==> src/rtl/cart_rom_fetch.sv <==
// cart_rom_fetch: one-line 16-bit word buffer serving cart mapper ROM reads from the SDRAM port.
// Define CART_ROM_FETCH_PREFETCH_EN to add a shadow line that prefetches the next line after each fill.
module cart_rom_fetch #(
  parameter int ADDR_W     = 25,
  parameter int LINE_WORDS = 4
) (
  input  logic              clk_sys,
  input  logic              reset,
  input  logic              pclk1,
  input  logic              pclk0,
  input  logic [ADDR_W-1:0] rom_address,
  input  logic              cart_read,
  input  logic              flush,
  output logic [7:0]        rom_din,
  output logic [ADDR_W-2:0] mem_addr,
  output logic              mem_req,
  input  logic              mem_ack,
  input  logic [15:0]       mem_rdata,
  output logic              busy,
  output logic              late
);
  localparam int WI_W  = $clog2(LINE_WORDS);
  localparam int TAG_W = ADDR_W - 1 - WI_W;
  localparam logic [WI_W-1:0] LAST_IDX = WI_W'(LINE_WORDS - 1);

  typedef enum logic [1:0] {IDLE, REQ, GAP, DONE} state_t;

  state_t                state;
  logic [15:0]           line_buf [LINE_WORDS];
  logic [TAG_W-1:0]      line_tag;
  logic                  line_valid;
  logic [LINE_WORDS-1:0] wr_mask;
  logic [ADDR_W-1:0]     req_addr;
  logic                  pending;
  logic [TAG_W-1:0]      fill_tag;
  logic [WI_W-1:0]       fill_idx;
  logic                  abort;

  logic [TAG_W-1:0]      req_tag;
  logic [WI_W-1:0]       req_idx;
  logic [WI_W-1:0]       next_idx;
  logic                  hit;
  logic                  same_fill;

`ifdef CART_ROM_FETCH_PREFETCH_EN
  logic [15:0]           sh_buf [LINE_WORDS];
  logic [TAG_W-1:0]      sh_tag;
  logic                  sh_valid;
  logic                  sh_hit;
  logic                  pf;
  logic                  pf_arm;
  assign sh_hit    = sh_valid && (sh_tag == req_tag);
  assign same_fill = !abort && !pf && (fill_tag == req_tag);
`else
  assign same_fill = !abort && (fill_tag == req_tag);
`endif

  assign req_tag  = req_addr[ADDR_W-1 -: TAG_W];
  assign req_idx  = req_addr[WI_W:1];
  assign next_idx = fill_idx + WI_W'(1);
  assign hit      = line_valid && (line_tag == req_tag);

  function automatic logic [7:0] pick(input logic [15:0] w, input logic hi);
    return hi ? w[15:8] : w[7:0];
  endfunction

  always_ff @(posedge clk_sys or posedge reset) begin
    if (reset) begin
      state      <= IDLE;
      rom_din    <= 8'h00;
      mem_addr   <= '0;
      mem_req    <= 1'b0;
      busy       <= 1'b0;
      late       <= 1'b0;
      line_valid <= 1'b0;
      line_tag   <= '0;
      wr_mask    <= '0;
      req_addr   <= '0;
      pending    <= 1'b0;
      fill_tag   <= '0;
      fill_idx   <= '0;
      abort      <= 1'b0;
      for (int i = 0; i < LINE_WORDS; i++) line_buf[i] <= 16'h0000;
`ifdef CART_ROM_FETCH_PREFETCH_EN
      for (int i = 0; i < LINE_WORDS; i++) sh_buf[i] <= 16'h0000;
      sh_tag   <= '0;
      sh_valid <= 1'b0;
      pf       <= 1'b0;
      pf_arm   <= 1'b0;
`endif
    end else begin
      // Requests arriving while a fill is running
      if (state != IDLE && pending) begin
`ifdef CART_ROM_FETCH_PREFETCH_EN
        if (pf) begin
          if (hit) begin
            rom_din <= pick(line_buf[req_idx], req_addr[0]);
            pending <= 1'b0;
          end else begin
            abort <= 1'b1;
          end
        end else
`endif
        if (same_fill && wr_mask[req_idx]) begin
          rom_din <= pick(line_buf[req_idx], req_addr[0]);
          pending <= 1'b0;
        end
      end

      case (state)
        IDLE: begin
          abort <= 1'b0;
          if (pending) begin
            if (hit) begin
              rom_din <= pick(line_buf[req_idx], req_addr[0]);
              pending <= 1'b0;
            end
`ifdef CART_ROM_FETCH_PREFETCH_EN
            else if (sh_hit) begin
              for (int i = 0; i < LINE_WORDS; i++) begin
                line_buf[i] <= sh_buf[i];
                sh_buf[i]   <= line_buf[i];
              end
              line_tag   <= sh_tag;
              sh_tag     <= line_tag;
              line_valid <= 1'b1;
              sh_valid   <= line_valid;
              rom_din    <= pick(sh_buf[req_idx], req_addr[0]);
              pending    <= 1'b0;
            end
`endif
            else begin
              state      <= REQ;
              busy       <= 1'b1;
              mem_req    <= 1'b1;
              mem_addr   <= {req_tag, {WI_W{1'b0}}};
              fill_tag   <= req_tag;
              fill_idx   <= '0;
              wr_mask    <= '0;
              line_tag   <= req_tag;
              line_valid <= 1'b0;
`ifdef CART_ROM_FETCH_PREFETCH_EN
              pf         <= 1'b0;
`endif
            end
          end
`ifdef CART_ROM_FETCH_PREFETCH_EN
          else if (pf_arm && line_valid) begin
            pf_arm <= 1'b0;
            if (!(sh_valid && sh_tag == line_tag + 1'b1)) begin
              state    <= REQ;
              busy     <= 1'b1;
              mem_req  <= 1'b1;
              mem_addr <= {line_tag + 1'b1, {WI_W{1'b0}}};
              fill_tag <= line_tag + 1'b1;
              fill_idx <= '0;
              wr_mask  <= '0;
              sh_tag   <= line_tag + 1'b1;
              sh_valid <= 1'b0;
              pf       <= 1'b1;
            end
          end
`endif
        end
        REQ: begin
          if (mem_ack) begin
            mem_req <= 1'b0;
            if (abort) begin
              state <= IDLE;
              busy  <= 1'b0;
            end else begin
              state             <= GAP;
              wr_mask[fill_idx] <= 1'b1;
`ifdef CART_ROM_FETCH_PREFETCH_EN
              if (pf) sh_buf[fill_idx] <= mem_rdata;
              else
`endif
              line_buf[fill_idx] <= mem_rdata;
              // Critical word goes straight to the mapper
              if (pending && same_fill && fill_idx == req_idx) begin
                rom_din <= pick(mem_rdata, req_addr[0]);
                pending <= 1'b0;
              end
            end
          end
        end
        GAP: begin
          if (abort) begin
            state <= IDLE;
            busy  <= 1'b0;
          end else if (fill_idx == LAST_IDX) begin
            state <= DONE;
          end else begin
            state    <= REQ;
            fill_idx <= next_idx;
            mem_addr <= {fill_tag, next_idx};
            mem_req  <= 1'b1;
          end
        end
        DONE: begin
          state <= IDLE;
          busy  <= 1'b0;
`ifdef CART_ROM_FETCH_PREFETCH_EN
          if (pf) begin
            sh_valid <= 1'b1;
          end else begin
            line_valid <= 1'b1;
            pf_arm     <= 1'b1;
          end
`else
          line_valid <= 1'b1;
`endif
        end
        default: state <= IDLE;
      endcase

      if (pclk0 && pending) late <= 1'b1;

      if (flush) begin
        line_valid <= 1'b0;
        wr_mask    <= '0;
        late       <= 1'b0;
        if (state != IDLE) abort <= 1'b1;
`ifdef CART_ROM_FETCH_PREFETCH_EN
        sh_valid <= 1'b0;
        pf_arm   <= 1'b0;
`endif
      end

      // A new sample overrides whatever request was outstanding
      if (pclk1 && cart_read) begin
        req_addr <= rom_address;
        pending  <= 1'b1;
      end
    end
  end

endmodule

==> config.mk <==
export PLATFORM = sky130hd
export DESIGN_NAME = cart_rom_fetch
export DESIGN_NICKNAME = d
export VERILOG_FILES = /design/src/rtl/cart_rom_fetch.sv
export SDC_FILE = /design/constraint.sdc
export NUM_CORES = 1
export LEC_CHECK = 0
export ABC_AREA = 1
export BUFFER_PORTS_ARGS = -buffer_cell sky130_fd_sc_hd__buf_2
export CORE_UTILIZATION = 30
export CTS_CLUSTER_DIAMETER = 100
export CTS_CLUSTER_SIZE = 25
export DETAILED_ROUTE_END_ITERATION = 7
export GPL_TIMING_DRIVEN = 0
export PLACE_DENSITY = 0.56
export SYNTH_ARGS = -nofsm -noshare
export SYNTH_HDL_FRONTEND = slang
export SYNTH_SLANG_ARGS = --single-unit
==> constraint.sdc <==
create_clock -name clk_sys -period 5.83 [get_ports clk_sys]
set_input_delay 0.583 -clock clk_sys [delete_from_list [all_inputs] [get_ports clk_sys]]
set_output_delay 0.583 -clock clk_sys [all_outputs]
set_load 0.03 [all_outputs]
# Word level (Yosys, flattened, before mapping)
# Index checks and enable logic that the tools add are counted.
# totals
ff_bits	157
inputBits	48
out_inout_bits	35
wordCells	139
# op_classes
add_sub_neg	1
n_lt_le_gt_ge	6
eq_ne	15
mux	70
bitwise	5
reduce_logical	25
# op_table
operator	count
24-bit 2-to-1 mux	4
8-bit 2-to-1 mux	9
64-bit bitwise mux	1
16-bit 2-to-1 mux	3
24-bit case mux with 2 select lines	1
16-bit binary-select mux with 2-bit select	1
16-bit demux with 2-bit select	1
1-bit 2-to-1 mux	25
22-bit equality test	1
2-bit 2-to-1 mux	10
4-bit 2-to-1 mux	5
8-bit case mux with 2 select lines	1
3-bit != test (second input constant)	4
3-bit AND reduction	4
1-bit logical AND	10
2-bit != test (second input constant)	5
5-bit AND reduction	2
3-bit nonzero test	3
2-bit case mux with 4 select lines	1
4-bit case mux with 2 select lines	1
2-bit equality test (second input constant)	3
3-bit >= comparator (second input constant)	2
2-bit by 3-bit less-than comparator with 1-bit output (second input constant)	2
2-bit NOT with 3-bit output	2
other kinds (17)	21

# Longest topological paths before layout
# Gate-level depths: netlist of run 1.
# depth
word_depth	11
mapped_depth	15
depth_no_buf	15

# Worst setup path after synthesis of run 1
# OpenSTA, ideal clock, no wires.
# synth_path
path_type	reg-to-reg
from	reg state[0]
to	reg rom_din[2]
setup_ps	116
arrival_ps	1697
setup_slack_ps	4016
path_stages_with_launch	13
path_buffers	2
period_less_slack_ps	1814
path_cell_list	dfrtp_1 > inv_1 > ha_1 > clkbuf_1 > inv_1 > nand2_1 > a21oi_2 > nand4_1 > buf_2 > nand2_1 > nand3_1 > nand2_1 > nand2_1
# synth_between
elab_chain_len	7
word_cells_on_any_way	11
cone_classes	eq/ne (1); mux (7); reduce/logical (3)
# synth_rtl
item	line	text
from (decl)	28	state_t state;
from (signal assigned)	69	state <= IDLE;
from (signal assigned)	133	state <= REQ;
from (signal assigned)	169	state <= IDLE;
2-bit nonzero test	93	if (state != IDLE && pending) begin
1-bit logical AND	93	
8-bit 2-to-1 mux	93	
8-bit 2-to-1 mux	180	if (pending && same_fill && fill_idx == req_idx) begin
8-bit 2-to-1 mux	168	if (abort) begin
8-bit 2-to-1 mux	166	if (mem_ack) begin
8-bit case mux with 2 select lines *	110	case (state)
to (signal assigned)	105	rom_din <= pick(line_buf[req_idx], req_addr[0]);
to (signal assigned)	115	rom_din <= pick(line_buf[req_idx], req_addr[0]);
to (signal assigned)	181	rom_din <= pick(mem_rdata, req_addr[0]);
to (decl)	14	output logic [7:0] rom_din,
# Mark *: on every way between the ends. The rest lies on a longest branch, timed or not.
# A chain may end at the register's enable or synchronous reset.

# Worst setup path after layout of run 1
# layout_path
from	reg state[1]
to	reg line_buf[47] in the netlist's numbering
# layout_between
elab_chain_len	2
# layout_rtl
item	line	text
2-bit by 1-bit equality test with 1-bit output	110	
3-bit AND reduction (no line)	-	
to (signal, indexed assignment)	178	line_buf[fill_idx] <= mem_rdata;
to (decl)	29	logic [15:0] line_buf [LINE_WORDS];
# Every way passes these cells.

==> results of run 1 <==
[final cells by class]
type	count	share of cell area [%]
clock inverter	14	1.45
timing repair buffer	83	4.74
tap	330	4.47
buffer	51	2.59
inverter	91	3.78
sequential	155	42.0
clock buffer	18	4.64
multi-input combinational	752	36.4
[critical path, stage by stage, from the launching register on]
cell and delay [ns]:
dfrtp_1 0.42, inv_1 0.09, ha_1 0.30, inv_1 0.22, nor2_1 0.25, nand3_1 0.29
clkbuf_1 0.41, nand2_1 0.13, o21ai_0 0.10
[layer usage]
layer | global-route usage [%] | wire length, µm | up-vias
met1 | 26.6 | 11400 | 3436
li1 | - | - | 3537
met2 | 28.5 | 10600 | 214
met4 | 6.06 | 401 | 2
met5 | 0 | 11 | -
met3 | 3.56 | 1300 | 32
[registers in the layout, summed over array words and instances (netlist names), 2 cells and up]
name,cells
wr_mask,4
fill_tag,22
line_buf,64
rom_din,8
req_addr,25
mem_addr,24
state,2
[power groups by stage]
stage / logic (µW) / registers [µW] / clock network, µW
3_5_place_dp: 1730 / 1640 / 0
5_1_grt: 1960 / 1670 / 1160
2_1_floorplan: 1040 / 1790 / 0
4_1_cts: 1730 / 1620 / 1100
3_3_place_gp: 1710 / 1640 / 0
6_report: 1730 / 1630 / 1090
[worst paths after layout]
path,slack [ns],endpoint,depth (start not counted)
worst max-delay path,3.45,line_buf[47]$_DFFE_PP0P_,8
min in group clk_sys,0.36,req_addr[21]$_DFFE_PP0P_,3
worst max register to register,3.45,line_buf[47]$_DFFE_PP0P_,8
max in group asynchronous,4.81,fill_tag[9]$_DFFE_PP0P_,3
worst min register to register,0.48,mem_addr[14]$_DFFE_PP0P_,2
worst min-delay path,0.24,mem_req$_DFFE_PP0P_,2
[cells in the final DEF, fill, tap and decap left out, types with 2 or more instances in the layout]
cell	n
nand4_1	12
nand3_2	2
inv_2	2
o211ai_1	2
o21ai_0	188
xnor2_1	2
nand3_1	30
nand2_1	361
inv_8	3
buf_2	89
nand3b_1	4
clkbuf_16	17
a211oi_1	2
o22ai_1	2
buf_1	3
clkinv_2	3
a21oi_1	15
inv_1	88
dfrtp_1	155
nor2_1	102
inv_6	4
clkbuf_1	34
buf_4	4
nor3_1	5
o221ai_1	2
ha_1	8
nand2_2	3
xor2_1	5
buf_6	3
clkinvlp_4	3
[Yosys cell counts (2+ instances only)]
library cell	instances
a211oi_1	2
dfrtp_1	155
nand3_1	30
xnor2_1	2
o211ai_1	2
o21ai_0	188
nand4_1	12
nand2_1	361
buf_1	3
nor2_1	102
nand3_2	2
ha_1	8
o22ai_1	2
inv_1	89
clkbuf_1	33
nor3_1	5
o221ai_1	2
nand3b_1	4
buf_2	7
inv_2	2
nand2_2	3
xor2_1	5
buf_4	4
a21oi_1	15
buf_6	3
[stage by stage]
step                cells  worst slack (ns)  hold slack, ns
floorplan            1049              1.07           0.448
finish               1494              3.45           0.244
CTS                  1494              3.48           0.292
global route         1494              3.25           0.301
detailed placement   1462              3.52           0.462
global placement     1461             -1.08           0.459
[logic make-up after synthesis]
group,after synthesis
compound gates,213
xor+xnor,7
fa+ha+maj,8
flops,155
simple gates,524
buf+inv,142
==> impl_results.md, run 1 <==
* Fillers at 2703
* Root Buffer: clkbuf_16
* Status: finished, final reports clean
* P per Cell Area at between 400 and 500 nW/µm²
* Worst-skew pair later-pin latency at ~0.43 ns
* Final setup fails at 0
* Site Rows at a little under 60
* Pwr Total at approximately 4400 µW
* Share of cells above drive strength 1 at 12.2%
* Post-CTS Resized at 0
* Die area at between 20000 and 30000 µm²
* Drt first pass iters at 7
* Dominant cell type by area after synthesis: dfrtp_1
* Cell count after synthesis at 1049
* Avg WL per Cell at roughly 16 µm
* Global placer's final weighted congestion at about 0.84
* Final hold violations at 0
* Placed Area at ~8700 µm²
* H-tree depth at 4
* Die Span X at around 160 µm
* Fin crit share at 40.8%
* Dpl hpwl at about 16000 µm
* Top_reg_cell synth: dfrtp_1
* Clk pwr share at between 20% and 30%
* DRT iter0 DRCs at roughly 540
* Post-layout util at 36.4%
* DRC at 0
* First-pass GRT wire length at about 38000 µm
* Hold crit path type: input port to async pin
* ANT nets after route at 0
* Crit path time final at about 2.4 ns
* Top cells by area, synth: dfrtp_1 (50%), nand2_1 (17%), o21ai_0 (12%)
* Post-synthesis sequential area ratio at just under 50%
* Switching Share at between 40 and 50%
* XOR/XNOR share of the synthesized area at less than 1%
* Synth Net Count at between 1000 and 1500
* Pin count of the biggest net entering global routing at 92
* Startpoint types: register
* CP required at a little over 6 ns
* Sequential share of power at 36.6%
* Global Route Usage Sum at around a fifth
* Simple-Gate Fraction of Synth Area at a little over a quarter
* Max FO, Critical Path at 10
* Max Fclk at 0.421 GHz
* Synth cell types at 33
* Clk buf depth at 2
* Mapped Area at roughly 8000 µm²
* P_sw at between 1500 and 2000 µW
* #FFs+latches synth at between 150 and 200
* Unrepaired setup endpoints after global routing: false
* Comb power frac at between 30% and 40%
* Area grow syn2layout at 18.2%
* Routed wire length at 23800 µm
* Largest family of logic cells by synthesized area: simple AND/OR/NAND/NOR gates
* Leak at roughly 0.0046 µW
* Clock Sinks at about 160
* Starting Density at a little under a third
* Setup_tns at 0 ns
* FF/Latch Area at ~3900 µm²
* Final Slew Violations at 0
* Area share of the largest cell type after synthesis at around half
* Fraction of registers with async set/reset at 100%
* Post-CTS Repair Setup Buffers at 0
* Post-synth EDFFs at 0
* Ys Warns at 0
* Mean number of vias per cell at around 4.8
* Fin nets at 1207
* Max_cap viols at 0
* IO buf count at 82
* Multi-input logic area at between 3000 and 4000 µm²
* Reg2reg start: state[1]$_DFFE_PP0P_
* Internal Dissipation at around 2500 µW
* Clock transition at the registers of the reported paths at ~0.06 ns
* Post-synthesis compound-gate area fraction at ~14%
* Post-synthesis mux area share at 0%
* Die Y at between 150 and 200 µm
* Max_slew headroom at between 50 and 60%
* GR Overflow Total at 0
* CTS tree: yes
* Syn avg cell area at between 7 and 8 µm²
* Core box area at 25400 µm²
* Setup crit start: state[1]$_DFFE_PP0P_
* Worst-Margin Slew at around 0.73 ns
* Antenna violations before repair at 1
* Finished Cell Area at just over 9000 µm²
* Final clock skew at 0.00907 ns
* Hold-fix buffers at CTS at 0
* Arrival time of the worst setup path at approximately 2.7 ns
* Crit path kind: register to register
* CP endpoint kind: register
* # diodes at 0
* Max VDD drop at between 150 and 200 µV
* Post-Synth Adder-Cell Area at ~1.3%
* Vias in the first global route at between 6000 and 7000
* IO Pins at slightly above 80
* Num CTS Buffers at 17
* Total number of vias at ~7200
Note: power is estimated with default switching activity, not from simulation.
==> run 2, diff against run 1 <==
--- a/config.mk
+++ b/config.mk
@@ -12,7 +12,7 @@
 export CTS_CLUSTER_SIZE = 25
 export DETAILED_ROUTE_END_ITERATION = 7
 export GPL_TIMING_DRIVEN = 0
-export PLACE_DENSITY = 0.56
+export PLACE_DENSITY = 0.58
 export SYNTH_ARGS = -nofsm -noshare
 export SYNTH_HDL_FRONTEND = slang
 export SYNTH_SLANG_ARGS = --single-unit
==> constraint.sdc (replaced) <==
create_clock -name clk_sys -period 1.95 [get_ports clk_sys]
set_input_delay 0.195 -clock clk_sys [delete_from_list [all_inputs] [get_ports clk_sys]]
set_output_delay 0.195 -clock clk_sys [all_outputs]
set_load 0.03 [all_outputs]
==> impl_results.md, run 2 (synthesis results as in run 1) <==
* Status: finished, violations left (was finished, final reports clean)
* Failing checks: setup timing
* Fin nets at 1247 (was 1207)
* Leak at 0.00501 µW (was 0.00462 µW)
* Finished Layout Cells at 1534 (was 1494)
* Sequential share of power at 34.0% (was 36.6%)
* Max_cap viols at 0 (unchanged)
* Final setup fails at 5 (was 0)
* Pin count of the biggest net entering global routing at 34 (was 92)
* Starting Density at 30.8% (unchanged)
* Area grow syn2layout at 29.3% (was 18.2%)
* Mean number of vias per cell at 4.85 (was 4.83)
* Unrepaired setup endpoints after global routing: true (was false)
* Total number of vias at 7434 (was 7221)
* # diodes at 0 (unchanged)
* Routed wire length at 24500 µm (was 23800 µm)
* Final Slew Violations at 0 (unchanged)
* Site Rows at 58 (unchanged)
* Max reg flops at 64 (unchanged)
* Crit path kind: register to register (unchanged)
* Internal Dissipation at 8230 µW (was 2540 µW)
* Avg WL per Cell at 15.9 µm (about the same)
* Placed Cells at 1466 (was 1462)
* Clk buf depth at 2 (unchanged)
* Max_slew headroom at 58.0% (was 51.6%)
* DRT iter0 DRCs at 564 (was 538)
* Vias in the first global route at 7062 (was 6886)
* Max FO, Critical Path at 6 (was 10)
* First-pass GRT wire length at 38500 µm (was 37900 µm)
* Die Span X at 163 µm (unchanged)
* Placed Area at 8750 µm² (was 8680 µm²)
* Clk pwr share at 22.9% (was 24.5%)
* Post-layout util at 39.8% (was 36.4%)
* Core box area at 25400 µm² (unchanged)
* Arrival time of the worst setup path at 2.28 ns (was 2.65 ns)
* Switching Share at 42.7% (about the same)
* CP endpoint kind: register (unchanged)
* DRC at 0 (unchanged)
* P per Cell Area at 1420 nW/µm² (was 480 nW/µm²)
* Setup WS post-layout at -0.00371 ns (was 3.45 ns)
* CP required at 2.27 ns (was 6.11 ns)
* H-tree depth at 4 (unchanged)
* Drt first pass iters at 6 (was 7)
* Num CTS Buffers at 17 (unchanged)
* Die Y at 163 µm (unchanged)
* Root Buffer: clkbuf_16 (unchanged)
* Commonest non-fill, non-tap cell in the layout: nand2_1 (unchanged)
* Comb power frac at 43.1% (was 38.9%)
* GR Overflow Total at 0 (unchanged)
* Crit path time final at 1.95 ns (was 2.38 ns)
* Share of cells above drive strength 1 at 21.6% (was 12.2%)
* Max Fclk at 0.512 GHz (was 0.421 GHz)
* Fin crit share at 100% (was 40.8%)
* Global placer's final weighted congestion at 0.840 (was 0.838)
* Most flops, register: line_buf (unchanged)
* Fillers at 2604 (was 2703)
* Clock Sinks at 155 (unchanged)
* Startpoint types: register (unchanged)
* ANT nets after route at 0 (unchanged)
* Finished Cell Area at 10100 µm² (was 9240 µm²)
* CTS tree: yes (unchanged)
* P_sw at 6140 µW (was 1900 µW)
* Worst-skew pair later-pin latency at 0.43 ns (about the same)
* Hold crit path type: input port to register (was input port to async pin)
* IO Pins at 83 (unchanged)
* IO buf count at 82 (unchanged)
* Dpl hpwl at 16800 µm (was 16400 µm)
* Die area at 26700 µm² (unchanged)
* Antenna violations before repair at 0 (was 1)
* Worst-Margin Slew at 0.630 ns (was 0.726 ns)
* Final hold violations at 0 (unchanged)
* Final clock skew at 0.0134 ns (was 0.00907 ns)
* Clock transition at the registers of the reported paths at 0.07 ns (was 0.06 ns)
* Global Route Usage Sum at 18.8% (was 18.7%)
* Most frequent cells in the layout: nand2_1 (327), o21ai_0 (179), dfrtp_1 (153) (was nand2_1 (361), o21ai_0 (188), dfrtp_1 (155))
* Largest regs: line_buf x64, req_addr x25, mem_addr x24 (unchanged)
* Max VDD drop at 593 µV (was 181 µV)
## run 2: what timing repair did
item                                   in CTS  in global routing
cloned                                      2                  3
buffers inserted                            9                  8
hold buffers                               15                  0
setup endpoints to repair                 126                127
resized for setup                          64                101
endpoints found under the hold margin      39                  0
pin swaps                                   6                 17
## run 2: per-layer routing
layer	wire length (µm)	GRT usage, %	part of all wire [%]	up-vias
met2	10900	28.6	45	197
met5	0	0	0	-
met4	464	6.23	1.9	0
met1	11900	26.6	49	3571
li1	-	-	-	3633
met3	1180	3.58	4.8	33
## run 2: per-stage QoR
step                      hold WS, ns  TNS [ns]  worst slack, ns  power [µW]
final                        0.000859  -0.00971         -0.00371       14400
after global routing           0.0220     -7.23           -0.129       15400
after CTS                     0.00337  -0.00112         -0.00112       13600
after detailed placement        0.307    -26.63           -0.347       10100
after global placement          0.404   -237.40            -1.40        9980
after floorplan                 0.258    -31.61           -0.204        8470
## run 2: power by group through the flow
stage	logic [µW]	clock network (µW)	registers, µW
CTS	5420	3340	4860
global route	6880	3470	5010
global placement	5090	0	4890
floorplan	3120	0	5350
detailed placement	5200	0	4900
finish	6200	3290	4880
## run 2: area by class of cell
class	instances	area, µm²	share of cell area [%]
Sequential cell	155	3880	38.4
Timing Repair inverter	2	13.8	0.136
Clock inverter	14	134	1.32
Inverter	91	362	3.58
Buffer	50	364	3.60
Tap cell	330	413	4.08
Timing Repair Buffer	122	866	8.56
Multi-Input combinational cell	752	3640	36.0
Clock buffer	18	439	4.34
## run 2: worst paths after layout
| check | startpoint | end | slack [ns] | cells after the start |
|---|---|---|---|---|
| min in group asynchronous | reset | mem_addr[7]$_DFFE_PP0P_ | 0.38 | 3 |
| setup / recovery | fill_tag[13]$_DFFE_PP0P_ | mem_addr[21]$_DFFE_PP0P_ | -0.004 | 14 |
| setup reg to reg | fill_tag[13]$_DFFE_PP0P_ | mem_addr[21]$_DFFE_PP0P_ | -0.004 | 14 |
| max in group asynchronous | reset | line_buf[55]$_DFFE_PP0P_ | 0.58 | 6 |
| hold / removal | rom_address[14] | req_addr[14]$_DFFE_PP0P_ | 0.0009 | 3 |
| hold reg to reg | mem_addr[5]$_DFFE_PP0P_ | mem_addr[5]$_DFFE_PP0P_ | 0.48 | 2 |
## run 2: worst max-delay path, stage by stage (launching register included)
cell and delay [ns]:
dfrtp_1 0.42, inv_2 0.05, nand2_1 0.05, nand2_1 0.06, nor2_2 0.14, nand2_2 0.08, nor2_4 0.14, nand2_2 0.08
nor2_4 0.20, nand3_4 0.15, nand2_8 0.13, clkinv_8 0.08, clkbuf_16 0.17, nand2_1 0.05, nand2_1 0.05
==> run 3, diff against run 2 <==
--- a/config.mk
+++ b/config.mk
@@ -7,6 +7,7 @@
 export LEC_CHECK = 0
 export ABC_AREA = 1
 export BUFFER_PORTS_ARGS = -buffer_cell sky130_fd_sc_hd__buf_2
+export CORE_MARGIN = 4
 export CORE_UTILIZATION = 30
 export CTS_CLUSTER_DIAMETER = 100
 export CTS_CLUSTER_SIZE = 25
@@ -16,3 +17,4 @@
 export SYNTH_ARGS = -nofsm -noshare
 export SYNTH_HDL_FRONTEND = slang
 export SYNTH_SLANG_ARGS = --single-unit
+export TNS_END_PERCENT = 30
==> impl_results.md, run 3 (synthesis results as in run 1) <==
* Status: finished, violations left (unchanged)
* Failing checks: setup timing (unchanged)
* CP required at 2.27 ns (about the same)
* Commonest non-fill, non-tap cell in the layout: nand2_1 (unchanged)
* Area grow syn2layout at 28.5% (was 29.3%)
* Place WS at -0.376 ns (was -0.347 ns)
* GR Overflow Total at 0 (unchanged)
* CP max-delay cell: dfrtp_1 (unchanged)
* Dpl hpwl at 16900 µm (was 16800 µm)
* Leak at 0.00499 µW (was 0.00501 µW)
* Worst hold margin at 0.0166 ns (was 0.000859 ns)
* Most flops, register: line_buf (unchanged)
* Arrival time of the worst setup path at 2.31 ns (was 2.28 ns)
* WP buf/inv at 2 (was 3)
* Final setup fails at 5 (unchanged)
* Root Buffer: clkbuf_16 (unchanged)
* Most prevalent standard cell on the critical path: nand2_1 (unchanged)
* Die Y at 169 µm (was 163 µm)
* Crit path cell chain: buf_6 -> xnor2_2 -> nand2_1 -> nor2_1 -> nand2_1 -> nor2_2 -> nand4_1 -> buf_6 -> nand2_2 -> nand3_1 -> nand2_1 -> nand2_1 (was inv_2 -> nand2_1 -> nand2_1 -> nor2_2 -> nand2_2 -> nor2_4 -> nand2_2 -> nor2_4 -> nand3_4 -> nand2_8 -> clkinv_8 -> clkbuf_16 -> nand2_1 -> nand2_1)
* Final Slew Violations at 0 (unchanged)
* Max reg flops at 64 (unchanged)
* Placed Cells at 1465 (was 1466)
* First-pass GRT wire length at 39200 µm (was 38500 µm)
* Max FO, Critical Path at 5 (was 6)
* Pwr Total at 14100 µW (was 14400 µW)
* Startpoint types: register (unchanged)
* Fin nets at 1254 (was 1247)
* Max VDD drop at 733 µV (was 593 µV)
* FF/Latch Area at 3880 µm² (about the same)
* IO buf count at 82 (unchanged)
* Vias in the first global route at 7158 (was 7062)
* H-tree depth at 4 (unchanged)
* Starting Density at 30.8% (unchanged)
* # diodes at 0 (unchanged)
* Die Span X at 169 µm (was 163 µm)
* Worst-skew pair later-pin latency at 0.43 ns (about the same)
* Worst hold stages at 3 (unchanged)
* DRT iter0 DRCs at 572 (was 564)
* Avg WL per Cell at 15.9 µm (about the same)
* Global placer's final weighted congestion at 0.871 (was 0.840)
* Largest regs: line_buf x64, req_addr x25, mem_addr x24 (unchanged)
* Crit path time final at 1.99 ns (was 1.95 ns)
* Global Route Usage Sum at 17.3% (was 18.8%)
* Max_cap viols at 0 (unchanged)
* Antenna violations before repair at 0 (unchanged)
* Num CTS Buffers at 17 (unchanged)
* Fin crit share at 102% (was 100%)
* P per Cell Area at 1400 nW/µm² (was 1420 nW/µm²)
* IO Pins at 83 (unchanged)
* Finished Layout Cells at 1541 (was 1534)
* Multi-input logic area at 3550 µm² (was 3640 µm²)
* Fillers at 2625 (was 2604)
* ANT nets after route at 0 (unchanged)
* Hold crit path type: input port to register (unchanged)
* Clock Sinks at 155 (unchanged)
* Max Fclk at 0.502 GHz (was 0.512 GHz)
* Crit-path max cell delay at 0.42 ns (about the same)
* Share of cells above drive strength 1 at 20.1% (was 21.6%)
* Worst-Margin Slew at 0.776 ns (was 0.630 ns)
* Clk buf depth at 2 (unchanged)
* Die area at 28700 µm² (was 26700 µm²)
* Worst path depth at 12 (was 14)
* Clock transition at the registers of the reported paths at 0.07 ns (about the same)
* Setup WS post-layout at -0.0414 ns (was -0.00371 ns)
* Routed wire length at 24500 µm (about the same)
* DRC at 0 (unchanged)
* Delay-heaviest family, CP: simple AND/OR/NAND/NOR gates (unchanged)
* CP endpoint kind: register (unchanged)
* Crit path kind: register to register (unchanged)
* Total number of vias at 7435 (was 7434)
* Final hold violations at 0 (unchanged)
* Reg2reg path depth at 12 (was 14)
* Most frequent cells in the layout: nand2_1 (347), o21ai_0 (171), dfrtp_1 (155) (was nand2_1 (327), o21ai_0 (179), dfrtp_1 (153))
* CTS tree: yes (unchanged)
* Site Rows at 58 (unchanged)
* Final clock skew at 0.0124 ns (was 0.0134 ns)
* Core box area at 25400 µm² (unchanged)
* Pin count of the biggest net entering global routing at 42 (was 34)
* Mean number of vias per cell at 4.82 (was 4.85)
* Max_slew headroom at 48.2% (was 58.0%)
* Unrepaired setup endpoints after global routing: true (unchanged)
* Drt first pass iters at 5 (was 6)
[run 3: per-layer routing]
layer / vias up / global-route usage (%) / wire [µm]
met5: - / 0 / 0
met4: 0 / 5.39 / 352
met3: 22 / 2.82 / 1340
met2: 180 / 27.2 / 11300
met1: 3587 / 24.5 / 11500
li1: 3646 / - / -
[run 3: where the power goes]
| group | switching [µW] | internal (µW) |
|---|---|---|
| Clock | 1510 | 1840 |
| Sequential | 681 | 4210 |
| Combinational | 3780 | 2080 |
| Total | 5970 | 8130 |
[run 3: what timing repair did]
action | in CTS | in global routing
hold buffers | 21 | 0
setup endpoints to repair | 127 | 128
pin swaps | 6 | 16
buffers inserted | 11 | 11
gates cloned | 0 | 2
gates resized for setup | 63 | 78
hold endpoints to repair | 49 | 0
[run 3: path summary, 6_finish.rpt]
check | slack, ns | end | start
setup reg to reg | -0.04 | rom_din[6]$_DFF_PP0_ | req_addr[15]$_DFFE_PP0P_
min in group asynchronous | 0.45 | mem_addr[7]$_DFFE_PP0P_ | reset
setup / recovery | -0.04 | rom_din[6]$_DFF_PP0_ | req_addr[15]$_DFFE_PP0P_
max in group asynchronous | 0.61 | line_buf[3]$_DFFE_PP0P_ | reset
hold / removal | 0.02 | req_addr[13]$_DFFE_PP0P_ | rom_address[13]
hold reg to reg | 0.48 | mem_addr[19]$_DFFE_PP0P_ | mem_addr[19]$_DFFE_PP0P_
[run 3: metrics by stage]
step | setup TNS, ns | utilization (%) | area [µm²]
2_1_floorplan | -31.61 | - | 7830
3_3_place_gp | -237.56 | 34.1 | 8650
3_5_place_dp | -28.12 | 34.4 | 8730
4_1_cts | -0.0136 | 38.4 | 9750
5_1_grt | -7.19 | 39.6 | 10000
6_report | -0.139 | 39.6 | 10000
[run 3: worst reg2reg max path, stage by stage, from the launching register on]
cell and delay [ns]:
dfrtp_1 0.42, buf_6 0.14, xnor2_2 0.13, nand2_1 0.09, nor2_1 0.09, nand2_1 0.11, nor2_2 0.17, nand4_1 0.25
buf_6 0.23, nand2_2 0.07, nand3_1 0.07, nand2_1 0.06, nand2_1 0.05
[run 3: area by class of cell]
type | instances | area share (%)
sequential | 155 | 38.6
multi-input combinational | 752 | 35.4
timing repair buffer | 131 | 9.18
clock buffer | 18 | 4.37
tap | 330 | 4.11
inverter | 91 | 3.54
buffer | 50 | 3.36
clock inverter | 14 | 1.47
